**src/rtl/neuron_weight_sequencer_pkg.sv**
```systemverilog
// rtl/neuron_weight_sequencer_pkg.sv - shared types and defaults for the neuron weight sequencer
// Purpose: FSM state encoding and default sizing shared by the sequencer,
//          its bus interface and the bench.
// Ports:   none (package).
package neuron_pkg;

  localparam int WEIGHT_WIDTH_DEFAULT = 32;
  localparam int INPUT_NUM_DEFAULT    = 8;

  typedef enum logic [1:0] {
    IDLE,
    LOAD,
    LOADED,
    RUN
  } wseq_state_t;

endpackage

```
**src/rtl/neuron_weight_sequencer_if.sv**
```systemverilog
// rtl/neuron_weight_sequencer_if.sv - weight load stream, weight output stream and SRAM port bundle
// Purpose: groups the handshake streams and the SRAM control/data lines of
//          one neuron weight sequencer.
// Ports:   master modport = sequencer view (drives wr_ready, w_*, sram_* controls),
//          slave modport  = surrounding logic view (weight source, MAC, SRAM).
//          wr_valid/wr_data/wr_ready           : weight load stream
//          w_valid/w_ready/w_data/w_last       : weight output stream to the MAC
//          sram_read_enable/sram_read_address  : SRAM read port (combinational read)
//          sram_write_enable/_address/_data    : SRAM write port (synchronous write)
//          sram_read_data                      : SRAM read data
interface neuron_weight_sequencer_if
  import neuron_pkg::*;
#(
  parameter int WEIGHT_WIDTH = WEIGHT_WIDTH_DEFAULT,
  parameter int INPUT_NUM    = INPUT_NUM_DEFAULT
);

  logic                    wr_valid;
  logic [WEIGHT_WIDTH-1:0] wr_data;
  logic                    wr_ready;

  logic                    w_valid;
  logic                    w_ready;
  logic [WEIGHT_WIDTH-1:0] w_data;
  logic                    w_last;

  logic                    sram_read_enable;
  logic [INPUT_NUM-1:0]    sram_read_address;
  logic                    sram_write_enable;
  logic [INPUT_NUM-1:0]    sram_write_address;
  logic [WEIGHT_WIDTH-1:0] sram_write_data;
  logic [WEIGHT_WIDTH-1:0] sram_read_data;

  modport master (
    input  wr_valid, wr_data, w_ready, sram_read_data,
    output wr_ready, w_valid, w_data, w_last,
    output sram_read_enable, sram_read_address,
    output sram_write_enable, sram_write_address, sram_write_data
  );

  modport slave (
    output wr_valid, wr_data, w_ready, sram_read_data,
    input  wr_ready, w_valid, w_data, w_last,
    input  sram_read_enable, sram_read_address,
    input  sram_write_enable, sram_write_address, sram_write_data
  );

endinterface

```
**src/rtl/neuron_weight_sequencer.sv**
```systemverilog
// rtl/neuron_weight_sequencer.sv - load/replay controller for one neuron's weight SRAM
// Purpose: LOAD writes a stream of INPUT_NUM weights to SRAM addresses 0..INPUT_NUM-1;
//          RUN reads them back in address order and streams them to the MAC with
//          backpressure, a last flag and a one-cycle done pulse.
// Ports:   clk, rst (synchronous, active high)
//          load_start : pulse, begin (re)loading weights
//          start      : pulse, stream the stored weights
//          busy       : high in LOAD or RUN
//          loaded     : a complete weight set is stored
//          done       : one-cycle pulse after the last output handshake
//          bias_out   : stored bias word (only with NEURON_BIAS_LOAD_EN)
//          bus        : neuron_weight_sequencer_if.master (streams + SRAM port)
// Config:  NEURON_BIAS_LOAD_EN - LOAD takes one extra word after the weights and keeps
//          it in a register (never written to SRAM), presented on bias_out.
module neuron_weight_sequencer
  import neuron_pkg::*;
#(
  parameter int WEIGHT_WIDTH = WEIGHT_WIDTH_DEFAULT,
  parameter int INPUT_NUM    = INPUT_NUM_DEFAULT
) (
  input  logic                    clk,
  input  logic                    rst,
  input  logic                    load_start,
  input  logic                    start,
  output logic                    busy,
  output logic                    loaded,
  output logic                    done,
`ifdef NEURON_BIAS_LOAD_EN
  output logic [WEIGHT_WIDTH-1:0] bias_out,
`endif
  neuron_weight_sequencer_if.master bus
);

  localparam int ADDR_W = $clog2(INPUT_NUM);
  localparam logic [ADDR_W-1:0] LAST_IDX = ADDR_W'(INPUT_NUM - 1);

  wseq_state_t       state_q, state_d;
  logic [ADDR_W-1:0] wr_cnt_q, rd_cnt_q;
  logic              loaded_q, done_q;
  logic              wr_hs, w_hs;
  logic              rd_last;
  logic              weight_phase;   // current LOAD word goes to SRAM
  logic              load_complete;  // current LOAD word is the final one

`ifdef NEURON_BIAS_LOAD_EN
  // Set once all weights are in; the next accepted word is the bias. Keeps the
  // address counter inside 0..INPUT_NUM-1 instead of stretching it by one.
  logic                    bias_phase_q;
  logic [WEIGHT_WIDTH-1:0] bias_q;

  assign weight_phase  = !bias_phase_q;
  assign load_complete = bias_phase_q;
  assign bias_out      = bias_q;
`else
  assign weight_phase  = 1'b1;
  assign load_complete = (wr_cnt_q == LAST_IDX);
`endif

  assign rd_last = (rd_cnt_q == LAST_IDX);

  // Counters sit at 0 outside their phase, so the addresses idle at 0.
  assign bus.sram_write_address = {{(INPUT_NUM - ADDR_W){1'b0}}, wr_cnt_q};
  assign bus.sram_read_address  = {{(INPUT_NUM - ADDR_W){1'b0}}, rd_cnt_q};
  assign bus.sram_write_data    = bus.wr_data;
  assign bus.w_data             = bus.sram_read_data;

  assign busy   = (state_q == LOAD) || (state_q == RUN);
  assign loaded = loaded_q;
  assign done   = done_q;

  always_ff @(posedge clk) begin
    if (rst) begin
      state_q <= IDLE;
    end else begin
      state_q <= state_d;
    end
  end

  // Handshake and enable outputs are masked by rst so an abort never lets a
  // write or an output transfer slip through in the reset cycle itself.
  always_comb begin
    state_d               = state_q;
    bus.wr_ready          = 1'b0;
    bus.w_valid           = 1'b0;
    bus.w_last            = 1'b0;
    bus.sram_read_enable  = 1'b0;
    bus.sram_write_enable = 1'b0;
    wr_hs                 = 1'b0;
    w_hs                  = 1'b0;
    case (state_q)
      IDLE: begin
        if (load_start) state_d = LOAD;
      end
      LOAD: begin
        bus.wr_ready          = !rst;
        wr_hs                 = !rst && bus.wr_valid;
        bus.sram_write_enable = wr_hs && weight_phase;
        if (wr_hs && load_complete) state_d = LOADED;
      end
      LOADED: begin
        if (load_start)  state_d = LOAD;
        else if (start)  state_d = RUN;
      end
      RUN: begin
        bus.w_valid          = !rst;
        bus.sram_read_enable = !rst;
        bus.w_last           = !rst && rd_last;
        w_hs                 = !rst && bus.w_ready;
        if (w_hs && rd_last) state_d = LOADED;
      end
      default: state_d = IDLE;
    endcase
  end

  always_ff @(posedge clk) begin
    if (rst) begin
      wr_cnt_q <= '0;
      rd_cnt_q <= '0;
      loaded_q <= 1'b0;
      done_q   <= 1'b0;
`ifdef NEURON_BIAS_LOAD_EN
      bias_phase_q <= 1'b0;
      bias_q       <= '0;
`endif
    end else begin
      done_q <= w_hs && rd_last;

      if (wr_hs && weight_phase) begin
        wr_cnt_q <= (wr_cnt_q == LAST_IDX) ? '0 : wr_cnt_q + 1'b1;
      end

`ifdef NEURON_BIAS_LOAD_EN
      if (wr_hs) begin
        if (bias_phase_q) begin
          bias_q       <= bus.wr_data;
          bias_phase_q <= 1'b0;
        end else if (wr_cnt_q == LAST_IDX) begin
          bias_phase_q <= 1'b1;
        end
      end
`endif

      if (w_hs) begin
        rd_cnt_q <= rd_last ? '0 : rd_cnt_q + 1'b1;
      end

      if (state_q != LOAD && state_d == LOAD) begin
        loaded_q <= 1'b0;
      end else if (state_q == LOAD && state_d == LOADED) begin
        loaded_q <= 1'b1;
      end
    end
  end

endmodule

```
**src/flat_wrapper.sv**
```systemverilog
// flat-port wrapper written by rule: the top's interface ports become plain ports
module neuron_weight_sequencer_flat import neuron_pkg::*;
#(
  parameter int WEIGHT_WIDTH = WEIGHT_WIDTH_DEFAULT,
  parameter int INPUT_NUM    = INPUT_NUM_DEFAULT
)
  (clk, rst, load_start, start, busy, loaded, done, bus_wr_valid, bus_wr_data, bus_w_ready, bus_sram_read_data, bus_wr_ready, bus_w_valid, bus_w_data, bus_w_last, bus_sram_read_enable, bus_sram_read_address, bus_sram_write_enable, bus_sram_write_address, bus_sram_write_data);
  neuron_weight_sequencer_if #(.WEIGHT_WIDTH(WEIGHT_WIDTH), .INPUT_NUM(INPUT_NUM)) bus_i ();
  input  logic clk;
  input  logic rst;
  input  logic load_start;
  input  logic start;
  output logic busy;
  output logic loaded;
  output logic done;
  input wire logic [$bits(bus_i.wr_valid)-1:0] bus_wr_valid;
  input wire logic [$bits(bus_i.wr_data)-1:0] bus_wr_data;
  input wire logic [$bits(bus_i.w_ready)-1:0] bus_w_ready;
  input wire logic [$bits(bus_i.sram_read_data)-1:0] bus_sram_read_data;
  output wire logic [$bits(bus_i.wr_ready)-1:0] bus_wr_ready;
  output wire logic [$bits(bus_i.w_valid)-1:0] bus_w_valid;
  output wire logic [$bits(bus_i.w_data)-1:0] bus_w_data;
  output wire logic [$bits(bus_i.w_last)-1:0] bus_w_last;
  output wire logic [$bits(bus_i.sram_read_enable)-1:0] bus_sram_read_enable;
  output wire logic [$bits(bus_i.sram_read_address)-1:0] bus_sram_read_address;
  output wire logic [$bits(bus_i.sram_write_enable)-1:0] bus_sram_write_enable;
  output wire logic [$bits(bus_i.sram_write_address)-1:0] bus_sram_write_address;
  output wire logic [$bits(bus_i.sram_write_data)-1:0] bus_sram_write_data;
  assign bus_i.wr_valid = bus_wr_valid;
  assign bus_i.wr_data = bus_wr_data;
  assign bus_i.w_ready = bus_w_ready;
  assign bus_i.sram_read_data = bus_sram_read_data;
  assign bus_wr_ready = bus_i.wr_ready;
  assign bus_w_valid = bus_i.w_valid;
  assign bus_w_data = bus_i.w_data;
  assign bus_w_last = bus_i.w_last;
  assign bus_sram_read_enable = bus_i.sram_read_enable;
  assign bus_sram_read_address = bus_i.sram_read_address;
  assign bus_sram_write_enable = bus_i.sram_write_enable;
  assign bus_sram_write_address = bus_i.sram_write_address;
  assign bus_sram_write_data = bus_i.sram_write_data;
  neuron_weight_sequencer #(.WEIGHT_WIDTH(WEIGHT_WIDTH), .INPUT_NUM(INPUT_NUM)) u_core (.clk(clk), .rst(rst), .load_start(load_start), .start(start), .busy(busy), .loaded(loaded), .done(done), .bus(bus_i));
endmodule
```
**config.mk**
```make
export PLATFORM = sky130hd
export DESIGN_NAME = neuron_weight_sequencer_flat
export DESIGN_NICKNAME = d
export VERILOG_FILES = /design/src/rtl/neuron_weight_sequencer_pkg.sv /design/src/rtl/neuron_weight_sequencer_if.sv /design/src/rtl/neuron_weight_sequencer.sv /design/src/flat_wrapper.sv
export SDC_FILE = /design/constraint.sdc
export NUM_CORES = 1
export LEC_CHECK = 0
export BUFFER_PORTS_ARGS = -buffer_cell sky130_fd_sc_hd__buf_2
export CORE_ASPECT_RATIO = 1.4
export CORE_MARGIN = 5
export CORE_UTILIZATION = 29
export CTS_CLUSTER_DIAMETER = 80
export DETAILED_ROUTE_END_ITERATION = 16
export GPL_TIMING_DRIVEN = 1
export MAX_ROUTING_LAYER = met4
export PLACE_DENSITY = 0.8
export SYNTH_ARGS = -nofsm -noshare
export SYNTH_HDL_FRONTEND = slang
export SYNTH_SLANG_ARGS = --single-unit
```
**constraint.sdc**
```tcl
create_clock -name clk -period 1.4 [get_ports clk]
set_input_delay 0.07 -clock clk [delete_from_list [all_inputs] [get_ports clk]]
set_output_delay 0.07 -clock clk [all_outputs]
set_load 0.05 [all_outputs]
```
After elaboration in Yosys (flattened, before gate mapping)
Cells that the tools add are included.
Operators by class
  mux-type cells: 13
  equality and inequality tests: 8
  order comparisons: 0
  bitwise gates (word level): 0
  $add $sub $neg: 2
  shifts and indexed selects: 0
  div/mod/pow operators: 0
  multipliers: 0
  reduce and logical (&&, ||, !) cells: 12
Operators by type and width (count)
  two-way mux 2 bit: 5
  logical AND 1 bit: 8
  case mux 2 bit (4 select lines): 1
  adder 3 x 1 -> 3 bit (second input constant): 2
  equality test 2 bit (second input constant): 3
  equality test 3 bit (second input constant): 2
  two-way mux 3 bit: 2
  two-way mux 1 bit: 5
  equality test 2 x 1 -> 1 bit (second input constant): 2
  zero test 2 bit: 1
  inequality test 2 x 1 -> 1 bit (second input constant): 1
  OR reduction 2 bit: 1
  zero test 1 bit: 1
  logical OR 1 bit: 1
Storage, ports and cells
  bits in read-only memories: 0
  bits in writable memories: 0
  bits in latches: 0
  output and inout bits: 88
  flip-flop bits (word level): 10
  logic and storage cells: 40
  memories: 0

Logic depth before layout (Yosys ltp)
Gate-level depths: netlist (run 1).
  word-level depth: 8
  gate-level depth with buffers: 5

Least setup slack after synthesis (run 1)
Ideal clock, no wire load.
  kind: reg-to-output
  start: register u_core.state_q[0]
  end: output bus_wr_ready
  path buffers: 1
  data required time: 1.330 ns
  arrival: 1.578 ns
  setup slack: -0.248 ns
  cell stages (with the launch flop): 3
  cells stage by stage: dfxtp_1 buf_4 nor3b_1
On the way
  cells in the longest elaborated chain, start to end: 2
Ends and longest elaborated chain
  start: declaration: line neuron_weight_sequencer.sv:37  | wseq_state_t state_q, state_d;
  start signal: assignment: line neuron_weight_sequencer.sv:75  | state_q <= state_d;
  equality test 2 x 1 -> 1 bit: line neuron_weight_sequencer.sv:90  | case (state_q)
  two-way mux 1 bit: line neuron_weight_sequencer.sv:90
  end: declaration: line flat_wrapper.sv:20  | output wire logic [$bits(bus_i.wr_ready)-1:0] bus_wr_ready;
Every way passes these cells.

Worst setup path after layout (run 1)
  start: register u_core.rd_cnt_q[0]
  end: output bus_w_last
On the way
  cells in the longest elaborated chain, start to end: 3
Ends and longest elaborated chain
  start: declaration: line neuron_weight_sequencer.sv:38  | logic [ADDR_W-1:0] wr_cnt_q, rd_cnt_q;
  start signal: assignment: line neuron_weight_sequencer.sv:144  | rd_cnt_q <= rd_last ? '0 : rd_cnt_q + 1'b1;
  equality test 3 bit: line neuron_weight_sequencer.sv:59  | assign rd_last = (rd_cnt_q == LAST_IDX);
  logical AND 1 bit: line neuron_weight_sequencer.sv:107  | bus.w_last = !rst && rd_last;
  two-way mux 1 bit: line neuron_weight_sequencer.sv:90
  end: declaration: line flat_wrapper.sv:23  | output wire logic [$bits(bus_i.w_last)-1:0] bus_w_last;
Every way passes these cells.

==> flow_summary.toml, run 1 <==
[outcome]
outcome = "complete, no violations"

[critical_path]
end_kind = "output port"
startpoint_type = "register"
crit_type = "register to output port"
cp_data_required_time_ps = 1330
arrival_ps = 1270
cp_max_fo = 4

[synthesis]
avgSynthCellArea_um2 = 8.201
synthArstFlopShare_pct = 0
synth-xor-area-share_pct = 0
netlist_area_um2 = 1050
ys_ff_latch = 10
synthAdderAreaFrac_pct = 4.768
synth-main-ff-cell = "dfxtp_1"
ys_types = 25
synthTopCellsByCount = "buf_4 (76), dfxtp_1 (10), nand2_1 (6)"
muxShareOfSynthArea_pct = 0
synth-seq-area-share_pct = 19.07
synth-compound-area-share_pct = 5.602
yosysTopAreaCellShare_pct = 54.35
synth_top_family_by_area = "buffers and inverters"
yosysTopAreaCell = "buf_4"
yosys.area_share.simple_pct = 13.95
synth_warnings = 0
synth_edf_count = 0
synth_area_leaders = "buf_4 (54%), dfxtp_1 (19%), ha_1 (4.8%)"
syn_inst = 128
yosysMostFrequentCell = "buf_4"

[sta]
setup_violations = 0
hold_viol = 0
setup_ws_ps = 63.96
fin_setup_tns_ps = 0
skew_ps = 7.014
min_period_ps = 1336
rsz0062_at_grt = "no"
report.final.slew_viol_count = 0
fmaxAchievable_ghz = 0.7485
fin_crit_sh_pct = 95.43

[drt]
dr_total_vias = 540
viasPerCell = 4.355
wirelength_um = 2253
drt-initial-drc-count = 15
ant_nets = 0
wl_per_cell_um = 18.17
post-route-drc-count = 0
drt_first_pass_iters = 3

[power]
seq_power_share_pct = 37.9
swShare_pct = 28.77
internal_power_uw = 560.6
pwr-share-clk_pct = 46.2
combinationalPowerShare_pct = 15.9
power.density_nw_per_um2 = 1083
leakagePower_nw = 0.3618
switchingPower_uw = 226.4
ir_drop_mv = 0.4288

[place]
dp_hpwl_um = 1899
port-buffer-count = 19
place_ws_ps = 220.5
routabilityCongestion = 0.7144
dp.cells = 119

[floorplan]
die_width_um = 60.85
die-height_um = 81.19
initial_core_util_pct = 29.34
core-area_um2 = 3578
io_pins = 158
dieArea_um2 = 4940
rows = 26

[run]
max_cap_violations = 0

[finish]
final_layout_size_suffix_gt1_share_pct = 41.46
area_delta_synth_final_pct = -30.75
instances_no_fill = 124
fin_nets = 157
n_antenna_cell = 0

[clock_network]
clk_latency_ps = 240
cts_tree = "done"
clockBufferDepth = 2
cts_buffers = 3
clock_sinks = 10
cts-hold-fix-buffers = 0
cts_htree_levels = 1
cts.clk_slew.worst_paths_ps = 50
root_buffer = "clkbuf_8"

[grt]
grt.total_usage_pct = 8.973
grt_pass1_wl_um = 2870
grt_antenna_before_repair = 0
globalRouteOverflowTotal = 0
grt_pass1_vias = 478
grt_max_degree = 14

[min_path]
hold_path.class = "primary input to register"
-- logic make-up after synthesis --
kind of cell / after synthesis
compound gates: 9
fa+ha+maj: 4
buf+inv: 79
flops: 10
other cells: 1
simple gates: 25
-- metrics by stage --
step           utilization, %  hold WS [ps]  area, um2  total power, mW
2_1_floorplan               -         222.5       1095           0.9278
3_3_place_gp            18.22         140.3      651.9           0.4263
3_5_place_dp            18.22         140.3      651.9           0.4277
4_1_cts                 20.00         85.21      715.7           0.7985
5_1_grt                 20.31         101.4      726.9           0.8268
6_report                20.31         91.30      726.9           0.7870
-- sequential cells by signal, indices dropped and copies added (netlist names) --
| register | flops |
|---|---|
| u_core.loaded | 1 |
| u_core.state_q | 2 |
| u_core.done | 1 |
| u_core.wr_cnt_q | 3 |
| u_core.rd_cnt_q | 3 |
-- cell usage in the layout (no fill, tap or decap) --
master     n
conb_1    10
o21ai_0    4
nand2_1    6
nand4b_1   1
dfxtp_2    5
a32oi_1    1
ha_2       1
nand4_1    1
clkbuf_8   4
and4b_1    1
a22o_1     2
and2_2     1
a21oi_1    1
dfxtp_1    5
ha_1       3
and3_1     1
buf_4      2
buf_6      1
a211oi_1   1
buf_2     17
nor3_1     1
nor2_1     4
and4bb_2   1
nor2_2     1
nand2b_1   5
nor3b_2    1
and3b_1    1
-- layout make-up --
| cell class | count | area [um2] |
|---|---|---|
| Timing Repair Buffer | 20 | 111.4 |
| Multi-Input combinational cell | 48 | 301.5 |
| Sequential cell | 10 | 206.4 |
| Tap cell | 42 | 52.55 |
| Fill cell | 398 | 2851 |
| Clock buffer | 4 | 55.05 |
-- critical path, cell delays in order, from the launching register on --
cell and delay (ps):
dfxtp_2 330, ha_1 200, ha_2 180, and2_2 170
buf_6 150
-- path summary, 6_finish.rpt --
| kind | startpoint | to | slack, ps | cells past startpoint |
|---|---|---|---|---|
| hold reg to reg | u_core.loaded | u_core.loaded | 450 | 2 |
| hold / removal | bus_w_ready | u_core.done | 90 | 2 |
| setup reg to reg | u_core.state_q[1] | u_core.rd_cnt_q[0] | 260 | 3 |
| setup / recovery | u_core.rd_cnt_q[0] | bus_w_last | 60 | 4 |
-- metal layers --
metal / vias to the layer above / wire (um) / global-route usage, %
met3: 47 / 556 / 7.472
met2: 51 / 794 / 10.17
met4: 0 / 416 / 17.14
met5: - / 0 / -
met1: 211 / 486 / 5.268
li1: 231 / - / -
-- power groups by stage --
stage          registers (mW)  logic [mW]  clock network (mW)
2_1_floorplan           0.309       0.618                   0
3_3_place_gp            0.303       0.124                   0
3_5_place_dp            0.303       0.124                   0
4_1_cts                 0.297       0.125               0.376
5_1_grt                 0.299       0.132               0.396
6_report                0.298       0.125               0.364
-- repair_timing --
item,in CTS,in global routing
endpoints found under the setup margin,2,2
pin swaps,0,0
buffers inserted,0,1
resized for setup,3,3
(Power assumes the default switching activity.)
==> inputs of run 2 (changes only) <==
ABC_AREA = 1   (was default)
CORE_UTILIZATION = 30   (was 29)
GPL_ROUTABILITY_DRIVEN = 0   (was default)
PLACE_DENSITY = 0.82   (was 0.8)
==> run 2 against run 1 <==
  * Utilization increased by 3.0 points
  * Synthesized area up 1.4%
  * Synthesized cell count grew 14%
  * Setup slack got worse by 32 ps
  * Power grew 4.5%
  * Highest routed layer unchanged
==> flow_summary.toml, run 2 <==
[synthesis]
synth-main-ff-cell = "dfxtp_1"
ys_ff_latch = 10
ys_types = 18
synth_area_leaders = "buf_4 (54%), dfxtp_1 (19%), nand2_1 (7.4%)"
yosysTopAreaCell = "buf_4"
netlist_area_um2 = 1065
synth-seq-area-share_pct = 18.80
yosysTopAreaCellShare_pct = 53.58
avgSynthCellArea_um2 = 7.293
syn_inst = 146
yosysMostFrequentCell = "buf_4"
synthTopCellsByCount = "buf_4 (76), nand2_1 (21), dfxtp_1 (10)"
synth_warnings = 0
synth_edf_count = 0
synthArstFlopShare_pct = 0

[critical_path]
crit_cells = 3
crit_path_max_incr_delay_ps = 460
critical_path_buf_inv_count = 1
critical-path-top-delay-family = "flip-flops"
crit_type = "register to output port"
cp_max_fo = 5
path_cells = "nand2_2 > nor2_2 > buf_2"
rr_worst_depth = 5
cp_data_required_time_ps = 1330
endpoint = "bus_sram_read_enable"
arrival_ps = 1300
crit_start = "u_core.state_q[1]"
startpoint_type = "register"
rr_startpoint = "u_core.state_q[1]"
reg2reg_to = "u_core.rd_cnt_q[0]"
end_kind = "output port"
cpMaxStageDelayCell = "dfxtp_1"
reg2reg_slack_ps = 250

[drt]
ant_nets = 0
wl_per_cell_um = 17.71
dr_total_vias = 616
wirelength_um = 2532
post-route-drc-count = 0
drt_first_pass_iters = 3
viasPerCell = 4.308
drt-initial-drc-count = 23

[grt]
grt_pass1_wl_um = 3415
grt_pass1_vias = 628
globalRouteOverflowTotal = 0
grt_max_degree = 8
grt_antenna_before_repair = 0
grt.total_usage_pct = 10.55

[sta]
min_period_ps = 1368
skew_ps = 2.760
fin_crit_sh_pct = 97.70
fin_setup_tns_ps = 0
fmaxAchievable_ghz = 0.7311
report.final.slew_viol_count = 0
hold_viol = 0
whs_ps = 128.2
rsz0062_at_grt = "yes"
setup_violations = 0
setup_ws_ps = 32.21

[floorplan]
rows = 25
io_pins = 158
die_width_um = 60.35
die-height_um = 80.49
core-area_um2 = 3410
dieArea_um2 = 4858
initial_core_util_pct = 31.23

[finish]
instances_no_fill = 143
final_cell_mix = "nand2_1 (21), buf_2 (17), conb_1 (10), nand3_1 (8), dfxtp_1 (8)"
reg_top3 = "u_core.rd_cnt_q (3), u_core.wr_cnt_q (3), u_core.state_q (2)"
final_common_cell = "nand2_1"
n_antenna_cell = 0
fin_nets = 178
area_delta_synth_final_pct = -25.38
final_layout_size_suffix_gt1_share_pct = 35.92

[run]
max_cap_violations = 0

[place]
dp_hpwl_um = 2170
dp.cells = 138
place_ws_ps = 169.8
port-buffer-count = 19

[clock_network]
clk_latency_ps = 240
clock_sinks = 10
cts_htree_levels = 1
root_buffer = "clkbuf_8"
cts_tree = "done"
cts_buffers = 3
clockBufferDepth = 2
cts.clk_slew.worst_paths_ps = 50

[power]
ir_drop_mv = 0.4367
leakagePower_nw = 0.4210
power.density_nw_per_um2 = 1036

[min_path]
hold_path.class = "primary input to register"

[outcome]
outcome = "complete, no violations"
run 2: what timing repair did:
action                     CTS  global route
setup buffers                0             1
hold buffers                 0             0
setup endpoints to repair    2             3
gates resized for setup      4             4
run 2: worst min-delay path by stage:
stage               startpoint                 endpoint  slack [ps]  cells after the start
2_1_floorplan              rst               bus_w_last         200                      1
4_1_cts            bus_w_ready              u_core.done         120                      3
3_5_place_dp   bus_wr_data[11]  bus_sram_write_data[11]         140                      0
6_report           bus_w_ready              u_core.done         130                      3
5_1_grt        bus_wr_data[19]  bus_sram_write_data[19]         140                      0
3_3_place_gp   bus_wr_data[11]  bus_sram_write_data[11]         140                      0
run 2: cell type report:
class                   count  area, um2
clock buffers               4      55.05
repair buffers             21      118.9
fillers                   377       2615
flip-flops and latches     10      202.7
multi-input cells          60      336.6
inverters                   8      31.28
well taps                  40      50.05
run 2: kinds of logic after synthesis:
group           share of synthesized area [%]
fa+ha+maj                               4.701
simple gates                            17.86
compound gates                          1.410
flops                                   18.80
buf+inv                                 56.87
other cells                            0.3522
run 2: per-layer routing:
metal | up-vias | routed length, um | track usage, %
met5 | - | 0 | -
met2 | 57 | 949 | 13.74
met4 | 0 | 370 | 16.19
met1 | 236 | 527 | 5.540
li1 | 276 | - | -
met3 | 47 | 685 | 10.13
run 2: power breakdown:
group	total (mW)	leakage [nW]	internal, mW	switching (mW)
registers	0.300	0.0820	0.292	0.00781
logic	0.161	0.310	0.0270	0.134
clock network	0.362	0.0288	0.247	0.114
total	0.823	0.421	0.567	0.256
run 2: per-stage QoR:
step                      utilization, %  power, mW  instance area, um2
after global routing               23.30     0.8630               794.5
after CTS                          22.28     0.8397               759.5
after detailed placement           20.33     0.4640               693.2
final                              23.30     0.8227               794.5
after floorplan                        -     0.9497                1115
after global placement             20.33     0.4631               693.2
run 2: tightest hold or removal path: stages:
cell and delay [ps]:
buf_2 110, nand3_1 90, nor2_1 40
==> inputs of run 3 (changes only) <==
CORE_UTILIZATION = 33   (was 30)
CTS_BUF_LIST = sky130_fd_sc_hd__clkbuf_8   (was default)
GPL_ROUTABILITY_DRIVEN = default   (was 0)
PLACE_DENSITY = 0.89   (was 0.82)
clock period = 1.7 ns   (was 1.4 ns; I/O delays follow)
==> run 3 against run 2 <==
  * Combinational power decreased by 19%
  * Clock power decreased by 18%
  * Non-clock buffer count decreased by 1
  * Final cell count fell by 1.4%
  * Clock-buffer cell count stayed put
  * Power shrank 18%
  * Routed wire length decreased by 11%
  * Worst hold slack improved by 20 ps
  * Largest cell class unchanged
==> flow_summary.toml, run 3 (same netlist as run 2, synthesis figures left out) <==
[grt]
top_usage_layer = "met4"
grt_antenna_before_repair = 0
grt.total_usage_pct = 10.00
grt_pass1_vias = 552
met3_usage_pct = 6.723
globalRouteOverflowTotal = 0
grt_pass1_wl_um = 3160
use_met2_pct = 12.78
met1_usage_pct = 6.800
grt_max_degree = 11

[critical_path]
end_kind = "output port"
cpMaxStageDelayCell = "dfxtp_1"
crit_type = "register to output port"
cp_data_required_time_ps = 1620
arrival_ps = 1430
crit_path_max_incr_delay_ps = 370
path_cells = "ha_1 > ha_1 > inv_1 > nor3_4 > buf_2"
critical-path-top-delay-family = "flip-flops"
startpoint_type = "register"
cp_common_cell = "ha_1"
critical_path_buf_inv_count = 2
cp_max_fo = 4

[floorplan]
io_pins = 158
die_width_um = 58.01
rows = 24
core-area_um2 = 3123
dieArea_um2 = 4479
initial_core_util_pct = 34.09
die-height_um = 77.21

[sta]
setup_ws_ps = 181.6
fin_crit_sh_pct = 89.32
report.final.slew_viol_count = 0
setup_violations = 0
hold_viol = 0
fin_setup_tns_ps = 0
min_period_ps = 1518
rsz0062_at_grt = "no"
skew_ps = 5.074
fmaxAchievable_ghz = 0.6586

[drt]
wirelength_um = 2243
wl_per_cell_um = 15.91
drt-initial-drc-count = 12
dr_total_vias = 601
post-route-drc-count = 0
viasPerCell = 4.262
ant_nets = 0
drt_first_pass_iters = 4

[finish]
fin_nets = 177
design_area_um2 = 742.0
final_cell_mix = "nand2_1 (21), buf_2 (19), conb_1 (10), dfxtp_1 (10), nand3_1 (8)"
final_common_cell = "nand2_1"
n_antenna_cell = 0
area_delta_synth_final_pct = -30.32
final_layout_size_suffix_gt1_share_pct = 30.39
instances_no_fill = 141
reg_top3 = "u_core.rd_cnt_q (3), u_core.wr_cnt_q (3), u_core.state_q (2)"

[clock_network]
cts_buffers = 3
cts_tree = "done"
clock_sinks = 10
cts.clk_slew.worst_paths_ps = 50
clk_latency_ps = 240
cts_htree_levels = 1
root_buffer = "clkbuf_8"
cts-hold-fix-buffers = 0
clockBufferDepth = 2
cts_setup_buffers = 0
post_cts_resized = 0

[outcome]
outcome = "complete, no violations"

[run]
max_cap_violations = 0

[power]
power.density_nw_per_um2 = 910.0
leakagePower_nw = 0.4195
ir_drop_mv = 0.2402
power_uw = 675.2

[place]
place_ws_ps = 427.6
port-buffer-count = 19
dp.cells = 137
dpl-instance-area_um2 = 686.9
dp_hpwl_um = 1954
routabilityCongestion = 0.8689

[min_path]
hold_path.class = "primary input to register"
[run 3: cell count changes in the layout (fill, tap and decap cells not counted), sizes merged]
cell / change
buf: -1
[run 3: power breakdown]
| part | switching, mW | internal, mW | total, mW |
|---|---|---|---|
| sequential | 0.00634 | 0.241 | 0.247 |
| combinational | 0.110 | 0.0210 | 0.131 |
| clock | 0.0940 | 0.204 | 0.298 |
[run 3: area by class of cell]
cell class	count	area [um2]
Clock buffer	4	55.05
Fill cell	354	2381
Inverter	8	31.28
Multi-Input combinational cell	60	304.0
Sequential cell	10	200.2
Tap cell	39	48.80
Timing Repair Buffer	20	102.6
[run 3: worst paths after layout]
path                       from                 to  slack, ps  depth (start not counted)
max          u_core.rd_cnt_q[0]         bus_w_last        180                          5
min                 bus_w_ready        u_core.done        150                          3
max reg2reg  u_core.rd_cnt_q[0]  u_core.state_q[0]        570                          7
min reg2reg       u_core.loaded      u_core.loaded        450                          2
[run 3: layer usage]
| layer | vias up | routed length, um |
|---|---|---|
| li1 | 278 | - |
| met3 | 36 | 521 |
| met1 | 237 | 542 |
| met5 | - | 0 |
| met4 | 0 | 304 |
| met2 | 50 | 874 |
[run 3: through the flow]
step | hold WS [ps] | util (%)
floorplan | 233.7 | -
global placement | 170.3 | 22.00
detailed placement | 170.3 | 22.00
CTS | 150.9 | 23.76
global route | 170.1 | 23.76
finish | 148.6 | 23.76
[run 3: worst register-to-register path, stage by stage, from the launching register on]
cell     delay (ps)
dfxtp_1         370
ha_1            170
ha_1            180
nand3_1         110
nand2_1          80
nand2_1          50
nand2_1          40
nand2_1          50
